`src/rtl/hsv_pkg.sv`:
```
// Shared encodings and constants for the HSV sweep controller.
package hsv_pkg;

    localparam int unsigned HUE_MAX = 359;
    localparam int unsigned PCT_MAX = 100;

    typedef enum logic [1:0] {
        ModeHue     = 2'd0,
        ModeBreathe = 2'd1,
        ModeSat     = 2'd2
    } mode_t;

    typedef enum logic [1:0] {
        StIdle    = 2'd0,
        StIssue   = 2'd1,
        StWait    = 2'd2,
        StCapture = 2'd3
    } state_t;

    // Hue addition wrapping modulo 360 (step is always below 360).
    function automatic logic [8:0] hue_add(input logic [8:0] h, input logic [8:0] step);
        logic [9:0] s;
        s = {1'b0, h} + {1'b0, step};
        if (s > 10'(HUE_MAX)) begin
            s = s - 10'(HUE_MAX + 1);
        end
        return s[8:0];
    endfunction

    // Mode rotation HUE -> BREATHE -> SAT -> HUE.
    function automatic mode_t next_mode(input mode_t m);
        mode_t n;
        case (m)
            ModeHue:     n = ModeBreathe;
            ModeBreathe: n = ModeSat;
            default:     n = ModeHue;
        endcase
        return n;
    endfunction

endpackage

```
`src/rtl/hsv_tick_gen.sv`:
```
// Sweep prescaler: counts 0..CLK_DIV-1 while enabled, one-cycle tick on wrap.
module hsv_tick_gen #(
    parameter int unsigned CLK_DIV = 1000000
) (
    input  logic clk,
    input  logic rst_n,
    input  logic en,
    input  logic clr,
    output logic tick
);

    localparam int unsigned CW = $clog2(CLK_DIV);

    logic [CW-1:0] cnt_q;

    // Prescaler count; freezes when disabled, clear has priority.
    always_ff @(posedge clk or negedge rst_n) begin
        if (!rst_n) begin
            cnt_q <= '0;
            tick  <= 1'b0;
        end else if (clr) begin
            cnt_q <= '0;
            tick  <= 1'b0;
        end else begin
            tick <= 1'b0;
            if (en) begin
                if (cnt_q == CW'(CLK_DIV - 1)) begin
                    cnt_q <= '0;
                    tick  <= 1'b1;
                end else begin
                    cnt_q <= cnt_q + 1'b1;
                end
            end
        end
    end

endmodule

```
`src/rtl/hsv_sweep_ctrl.sv`:
```
// HSV colour sweep sequencer: issues HSV words to an external converter on
// each prescaler tick, waits its latency and captures the RGB result.
module hsv_sweep_ctrl
    import hsv_pkg::*;
#(
    parameter int unsigned CLK_DIV  = 1000000,
    parameter int unsigned HUE_STEP = 1,
    parameter int unsigned CONV_LAT = 2
) (
    input  logic       clk,
    input  logic       rst_n,
    input  logic       btn_run,
    input  logic       btn_mode,
    output logic [8:0] hue,
    output logic [8:0] sat,
    output logic [8:0] val,
    output logic       hsv_valid,
    input  logic [7:0] conv_r,
    input  logic [7:0] conv_g,
    input  logic [7:0] conv_b,
    output logic [7:0] r,
    output logic [7:0] g,
    output logic [7:0] b,
    output logic       rgb_valid,
    output logic       changed,
    output logic [1:0] mode,
    output logic       running
);

    state_t     state_q;
    mode_t      mode_q;
    logic [3:0] wait_cnt_q;
    logic       run_prev_q, mode_prev_q;
    logic       run_pend_q, mode_pend_q;
    logic [6:0] sat_ramp_q;
    logic       breathe_down_q;
    logic       tick;
    logic       in_idle;
    logic       run_edge, mode_edge;
    logic [8:0] val_step;

    assign in_idle   = (state_q == StIdle);
    assign run_edge  = btn_run & ~run_prev_q;
    assign mode_edge = btn_mode & ~mode_prev_q;
    assign val_step  = breathe_down_q ? (val - 9'd1) : (val + 9'd1);
    assign mode      = mode_q;

    hsv_tick_gen #(
        .CLK_DIV(CLK_DIV)
    ) u_tick_gen (
        .clk  (clk),
        .rst_n(rst_n),
        .en   (running),
        .clr  (in_idle & mode_pend_q),
        .tick (tick)
    );

    // Button edge detection; edges stay pending until the FSM is idle.
    always_ff @(posedge clk or negedge rst_n) begin
        if (!rst_n) begin
            run_prev_q  <= 1'b0;
            mode_prev_q <= 1'b0;
            run_pend_q  <= 1'b0;
            mode_pend_q <= 1'b0;
        end else begin
            run_prev_q  <= btn_run;
            mode_prev_q <= btn_mode;
            run_pend_q  <= (run_pend_q & ~in_idle) | run_edge;
            mode_pend_q <= (mode_pend_q & ~in_idle) | mode_edge;
        end
    end

    // Sequencer FSM with registered HSV/RGB outputs.
    always_ff @(posedge clk or negedge rst_n) begin
        if (!rst_n) begin
            state_q        <= StIdle;
            mode_q         <= ModeHue;
            running        <= 1'b1;
            wait_cnt_q     <= '0;
            hue            <= '0;
            sat            <= 9'(PCT_MAX);
            val            <= 9'(PCT_MAX);
            hsv_valid      <= 1'b0;
            r              <= '0;
            g              <= '0;
            b              <= '0;
            rgb_valid      <= 1'b0;
            changed        <= 1'b0;
            sat_ramp_q     <= '0;
            breathe_down_q <= 1'b1;
        end else begin
            hsv_valid <= 1'b0;
            rgb_valid <= 1'b0;
            unique case (state_q)
                StIdle: begin
                    // Pending button actions win over a coincident tick.
                    if (run_pend_q || mode_pend_q) begin
                        if (run_pend_q) begin
                            running <= ~running;
                        end
                        if (mode_pend_q) begin
                            mode_q         <= next_mode(mode_q);
                            breathe_down_q <= 1'b1;
                            sat_ramp_q     <= '0;
                        end
                    end else if (tick && running) begin
                        state_q   <= StIssue;
                        hsv_valid <= 1'b1;
                        unique case (mode_q)
                            ModeHue: begin
                                hue <= hue_add(hue, 9'(HUE_STEP));
                                sat <= 9'(PCT_MAX);
                                val <= 9'(PCT_MAX);
                            end
                            ModeBreathe: begin
                                sat <= 9'(PCT_MAX);
                                val <= val_step;
                                if (val_step == 9'd0) begin
                                    breathe_down_q <= 1'b0;
                                end else if (val_step == 9'(PCT_MAX)) begin
                                    breathe_down_q <= 1'b1;
                                end
                            end
                            ModeSat: begin
                                val        <= 9'(PCT_MAX);
                                sat        <= {2'b00, sat_ramp_q};
                                sat_ramp_q <= (sat_ramp_q == 7'(PCT_MAX)) ? 7'd0
                                                                          : sat_ramp_q + 7'd1;
                            end
                            default: ;
                        endcase
                    end
                end
                StIssue: begin
                    state_q    <= StWait;
                    wait_cnt_q <= '0;
                end
                StWait: begin
                    if (wait_cnt_q == 4'(CONV_LAT - 1)) begin
                        state_q   <= StCapture;
                        r         <= conv_r;
                        g         <= conv_g;
                        b         <= conv_b;
                        rgb_valid <= 1'b1;
                        changed   <= ({conv_r, conv_g, conv_b} != {r, g, b});
                    end else begin
                        wait_cnt_q <= wait_cnt_q + 4'd1;
                    end
                end
                StCapture: begin
                    state_q <= StIdle;
                end
                default: state_q <= StIdle;
            endcase
        end
    end

endmodule
```
`config.mk`:
```
export PLATFORM = sky130hd
export DESIGN_NAME = hsv_sweep_ctrl
export DESIGN_NICKNAME = d
export VERILOG_FILES = /design/src/rtl/hsv_pkg.sv /design/src/rtl/hsv_tick_gen.sv /design/src/rtl/hsv_sweep_ctrl.sv
export SDC_FILE = /design/constraint.sdc
export NUM_CORES = 1
export LEC_CHECK = 0
export CORE_MARGIN = 1
export CORE_UTILIZATION = 51
export CTS_BUF_LIST = sky130_fd_sc_hd__clkbuf_8
export CTS_CLUSTER_DIAMETER = 50
export CTS_CLUSTER_SIZE = 14
export DETAILED_ROUTE_END_ITERATION = 10
export GPL_TIMING_DRIVEN = 0
export PLACE_DENSITY_LB_ADDON = 0.2
export SETUP_SLACK_MARGIN = 0.2
export SYNTH_ARGS = -nofsm -noshare
export SYNTH_HDL_FRONTEND = slang
export SYNTH_SLANG_ARGS = --single-unit
```
`constraint.sdc`:
```
create_clock -name clk -period 3.4 [get_ports clk]
set_input_delay 0.68 -clock clk [delete_from_list [all_inputs] [get_ports clk]]
set_output_delay 0.68 -clock clk [all_outputs]
set_load 0.02 [all_outputs]
```
; Yosys cells after proc, flatten, opt, wreduce, memory -nomap -nowiden
; Cells that the tools add are included.
[word_totals]
elab_cells = 114
register_bits = 96
[op_classes]
bitwise = 12
addsub = 7
reduce_logical = 25
n_mux = 33
n_eq_ne = 15
n_lt_le_gt_ge = 1
[op_table]
columns = op, count
row1 = $mux 20, 3
row2 = $pmux 9 s2, 2
row3 = $mux 7, 5
row4 = $ne 24x24->1, 1
row5 = $add 20x1->20 const B, 1
row6 = $eq 20x20->1 const B, 1
row7 = $mux 9, 2
row8 = $reduce_and 4->1, 4
row9 = $mux 1, 14
row10 = $reduce_bool 2->1, 7
row11 = $add 9x1->10 const B, 1
row12 = $gt 10x9->1 const B, 1
row13 = $add 9x1->9 const B, 1
row14 = $eq 9x7->1 const B, 1
row15 = $logic_not 9->1, 1
row16 = $reduce_and 3->1, 3
row17 = $sub 9x1->9 const B, 1
row18 = $sub 9x9->9 const B, 1
row19 = $ne 2x2->1 const B, 4
row20 = $pmux 2 s4, 1
row21 = $pmux 4 s2, 1
row22 = $add 7x1->7 const B, 1
row23 = $eq 7x7->1 const B, 1
row24 = $eq 2x2->1 const B, 3
row25 = other kinds (17), 32

; Longest topological paths before layout
[depth]
depth_word = 8
depth_mapped = 9

; Cells and area by module
; From an unflattened synthesis, not the netlist that was laid out.
[hier_totals]
hier_cells = 520
area_unflattened_um2 = 5255.0
[modules_own_cells]
columns = module, instances, cells_per_inst, area_each_um2
row1 = hsv_sweep_ctrl, 1, 397, 4103.9
row2 = hsv_tick_gen, 1, 123, 1151.1

; Worst setup path before layout
; OpenSTA, ideal clock, no wires.
[synth_timing]
path_kind = reg2reg
startpoint = register breathe_down_q
endpoint = register breathe_down_q
path_stages_with_launch = 8
setup_ns = 0.089
n_path_buf = 0
synth_period_minus_slack_ns = 2.359
setup_slack_ns = 1.041
arrival_time_ns = 2.270
cell_sequence = dfstp_2 > ha_1 > a21o_1 > a21oi_1 > a211oi_1 > or3_4 > a2111oi_4 > a211oi_2
[synth_via]
elab_chain_len = 6
[synth_rtl]
columns = item, line_no
row1 = from (decl), hsv_sweep_ctrl.sv:36  ; logic breathe_down_q;
row2 = from (signal assigned), hsv_sweep_ctrl.sv:90  ; breathe_down_q <= 1'b1;
row3 = from (signal assigned), hsv_sweep_ctrl.sv:103  ; breathe_down_q <= 1'b1;
row4 = from (signal assigned), hsv_sweep_ctrl.sv:119  ; breathe_down_q <= 1'b0;
row5 = $mux 9 *, hsv_sweep_ctrl.sv:45  ; assign val_step = breathe_down_q ? (val - 9'd1) : (val + 9'd1);
row6 = $logic_not 9->1, hsv_sweep_ctrl.sv:118  ; if (val_step == 9'd0) begin
row7 = $mux 1, hsv_sweep_ctrl.sv:118
row8 = $mux 1, hsv_sweep_ctrl.sv:109  ; unique case (mode_q)
row9 = $mux 1, hsv_sweep_ctrl.sv:106  ; end else if (tick && running) begin
row10 = $mux 1, hsv_sweep_ctrl.sv:97  ; if (run_pend_q || mode_pend_q) begin
; Mark *: on every way between the ends. The rest lies on a longest branch, timed or not. The select of a mux whose other input is x is not followed.
; A chain may end at the register's enable or synchronous reset.

; Final worst setup path
; Same ends and word-level chain as after synthesis.

==> impl_metrics.yaml <==
run_status:
  outcome: "complete, no violations"
die:
  initial_utilization_pct: 52.9
  dieArea_um2: 10600
  placementRows: 36
  core_um2: 9820
  ios: 85
  die_x_um: 103
  die_y_um: 103
logic_synthesis:
  syn-mean-instance-area_um2: 10.5
  syn_area_um2: 5190
  yosysWarningCount: 0
  ys_async_sr_fraction_pct: 100
  synth_seq_cells: 94
  synth_cells: 496
  yosysSeqAreaShare_pct: 45.5
  synth_cell_types: 67
  synth_edf_count: 0
  synth-main-ff-cell: "dfrtp_1"
sta:
  skew_ps: 8.92
  maxSlewViolCount: 0
  min_period_over_period_pct: 77.3
  setup_violations: 0
  tightest_slew_ps: 790
  rsz0062_at_grt: "no"
  finalHoldViolations: 0
  finalWorstPathRequiredPeriod_ps: 2630
  setup_slack_ps: 771
  slew_headroom_pct: 46.9
  fmax_ghz: 0.380
run:
  cap_violations: 0
clocking:
  clk_pin_slew_ps: 80
  postCtsSetupBuffers: 0
  cts_root_buffer: "clkbuf_8"
  cts_buffer_depth: 2
  cts_tree: "yes"
  clock-sinks: 94
  cts_resized: 0
  cts_max_level: 3
  clock_latency_ps: 360
  cts_buffers: 9
  holdBufCountCts: 0
place:
  post-place-ws_ps: 787
  place.gp.congestion: 0.855
  placed_cells: 713
  port_buffers: 82
  post-dp-hpwl_um: 8200
final_layout:
  final_cell_mix: "dfrtp_1 (86), clkdlybuf4s50_1 (81), nand2_1 (41)"
  final-instance-count-excl-fill: 728
  layout.nets: 639
  drive_gt1_share_pct: 12.9
  diodes: 0
  seq_area_um2: 2360
  final_util_pct: 64.9
  multi_input_area_um2: 2680
  fillers: 848
  syn2layout_area_growth_pct: 22.7
  final_common_cell: "dfrtp_1"
power:
  clockPowerShare_pct: 29.4
  p_leak_uw: 0.00287
  power.density_nw_per_um2: 345
  switching_share_pct: 28.5
  seqPwrFrac_pct: 56.5
  p_int_uw: 1570
  p_total_uw: 2200
  power_frac_comb_pct: 14.1
  max-vdd-ir-drop_uv: 272
  p_switching_uw: 627
detailed_routing:
  dr_wl_met3_um: 432
  wl_met2_um: 5370
  drt_pass1_iterations: 4
  drc: 0
  drtIter0Drc: 125
  wl_per_cell_um: 15.2
  drt-vias-per-instance: 5.49
  antenna_left: 0
  route.top_layer_used: "met4"
  wl_um: 11100
  drt-met1-wl_um: 5100
  routed-via-count: 4000
critical_path:
  r2r-start: "breathe_down_q"
  cp_data_required_time_ps: 3680
  cp-start-kind: "register"
  path_max_fanout: 13
  crit_arrival_ps: 2910
  endpoint_kind: "register"
  worstSetupStartpoint: "breathe_down_q"
  critPathKind: "reg -> reg"
global_route:
  grt_max_degree: 49
  antenna_found_initial: 0
  grt_pass1_wl_um: 18400
  grt_pass1_vias: 3862
  gr-total-overflow: 0
  grtUsageTotal_pct: 22.7
min_path:
  min_path_type: "in -> async"
-- critical path, cell delays in order (launching register included) --
cell	delay (ps)
dfstp_2	700
ha_1	350
a21o_1	200
a21oi_1	280
a211oi_1	180
or3_4	410
a2111oi_4	360
a211oi_2	70
-- power groups by stage --
stage               sequential, uW  combinational (uW)  clock, uW
floorplan                     1270                 158          0
global placement              1260                 303          0
detailed placement            1260                 313          0
CTS                           1240                 314        679
global route                  1250                 352        713
finish                        1240                 310        648
-- cells by family (layout without fill, tap and decap cells) --
family	count (synthesis)	after routing	share of synthesized area, %
and+or+nand+nor	168	168	17.2
muxes	30	30	6.41
xor gates and xnor gates	57	57	9.76
other	1	2	0.0722
adders and majority gates	20	20	4.96
buffers and inverters	31	129	2.99
DFF	94	94	45.5
AOI/OAI and AO/OA	95	95	13.1
-- stage by stage --
| stage | setup TNS (ps) | hold slack [ps] | cell area [um^2] |
|---|---|---|---|
| finish | 0 | 341 | 6370 |
| global route | 0 | 385 | 6370 |
| CTS | 0 | 348 | 6370 |
| detailed placement | 0 | 420 | 6210 |
| global placement | -165460 | 401 | 6180 |
| floorplan | 0 | 384 | 5200 |
-- path summary, 6_finish.rpt --
check	endpoint	slack, ps	cells after the start
worst max-delay path	breathe_down_q	770	7
worst min-delay path	g[0]	340	1
worst max register to register	breathe_down_q	770	7
worst min register to register	run_pend_q	440	1
max in group asynchronous	sat[5]	2350	2
min in group clk	run_pend_q	440	1
-- synthesized netlist by cell type (all sizes together) (3+ instances only) --
cell type | n | area share, %
a211oi | 4 | 0.92
a21o | 7 | 1.0
a21oi | 16 | 1.5
a22o | 3 | 0.51
and2 | 4 | 0.51
and3 | 8 | 0.96
and3b | 3 | 0.51
buf | 10 | 1.4
clkbuf | 6 | 0.51
dfrtp | 86 | 41
dfstp | 8 | 4.0
ha | 19 | 4.6
inv | 15 | 1.1
mux2 | 26 | 5.6
mux2i | 4 | 0.77
nand2 | 41 | 3.0
nand2b | 7 | 0.84
nand3 | 20 | 1.9
nand4 | 12 | 1.4
nand4b | 3 | 0.79
nor2 | 38 | 2.7
nor2b | 5 | 0.60
nor3 | 8 | 0.96
nor4 | 5 | 0.60
o211ai | 4 | 0.58
o21ai | 26 | 2.5
o22a | 9 | 1.5
o31ai | 8 | 1.3
or2 | 3 | 0.36
xnor2 | 21 | 3.5
xor2 | 36 | 6.2
-- per-layer routing --
layer | global-route usage, % | vias up
met1 | 29.8 | 1953
met5 | 0 | -
met4 | 8.88 | 0
li1 | - | 1965
met2 | 37.1 | 69
met3 | 4.47 | 13
-- flip-flops by register name, summed over array words and instances, names as in the netlist --
register	count
breathe_down_q	1
b	8
u_tick_gen.tick	1
mode	2
mode_pend_q	1
changed	1
mode_prev_q	1
sat_ramp_q	7
val	9
run_prev_q	1
run_pend_q	1
u_tick_gen.cnt_q	20
sat	7
state_q	2
rgb_valid	1
r	8
g	8
hsv_valid	1
wait_cnt_q	4
hue	9
running	1
-- layout make-up --
type / instances / area share [%]
Clock inverter: 6 / 0.648
Clock buffer: 9 / 1.94
Sequential cell: 94 / 37.1
Buffer: 16 / 1.55
Tap cell: 133 / 2.61
Multi-Input combinational cell: 372 / 42.0
Timing Repair Buffer: 83 / 13.3
Inverter: 15 / 0.883
Note: power is estimated with default switching activity, not from simulation.
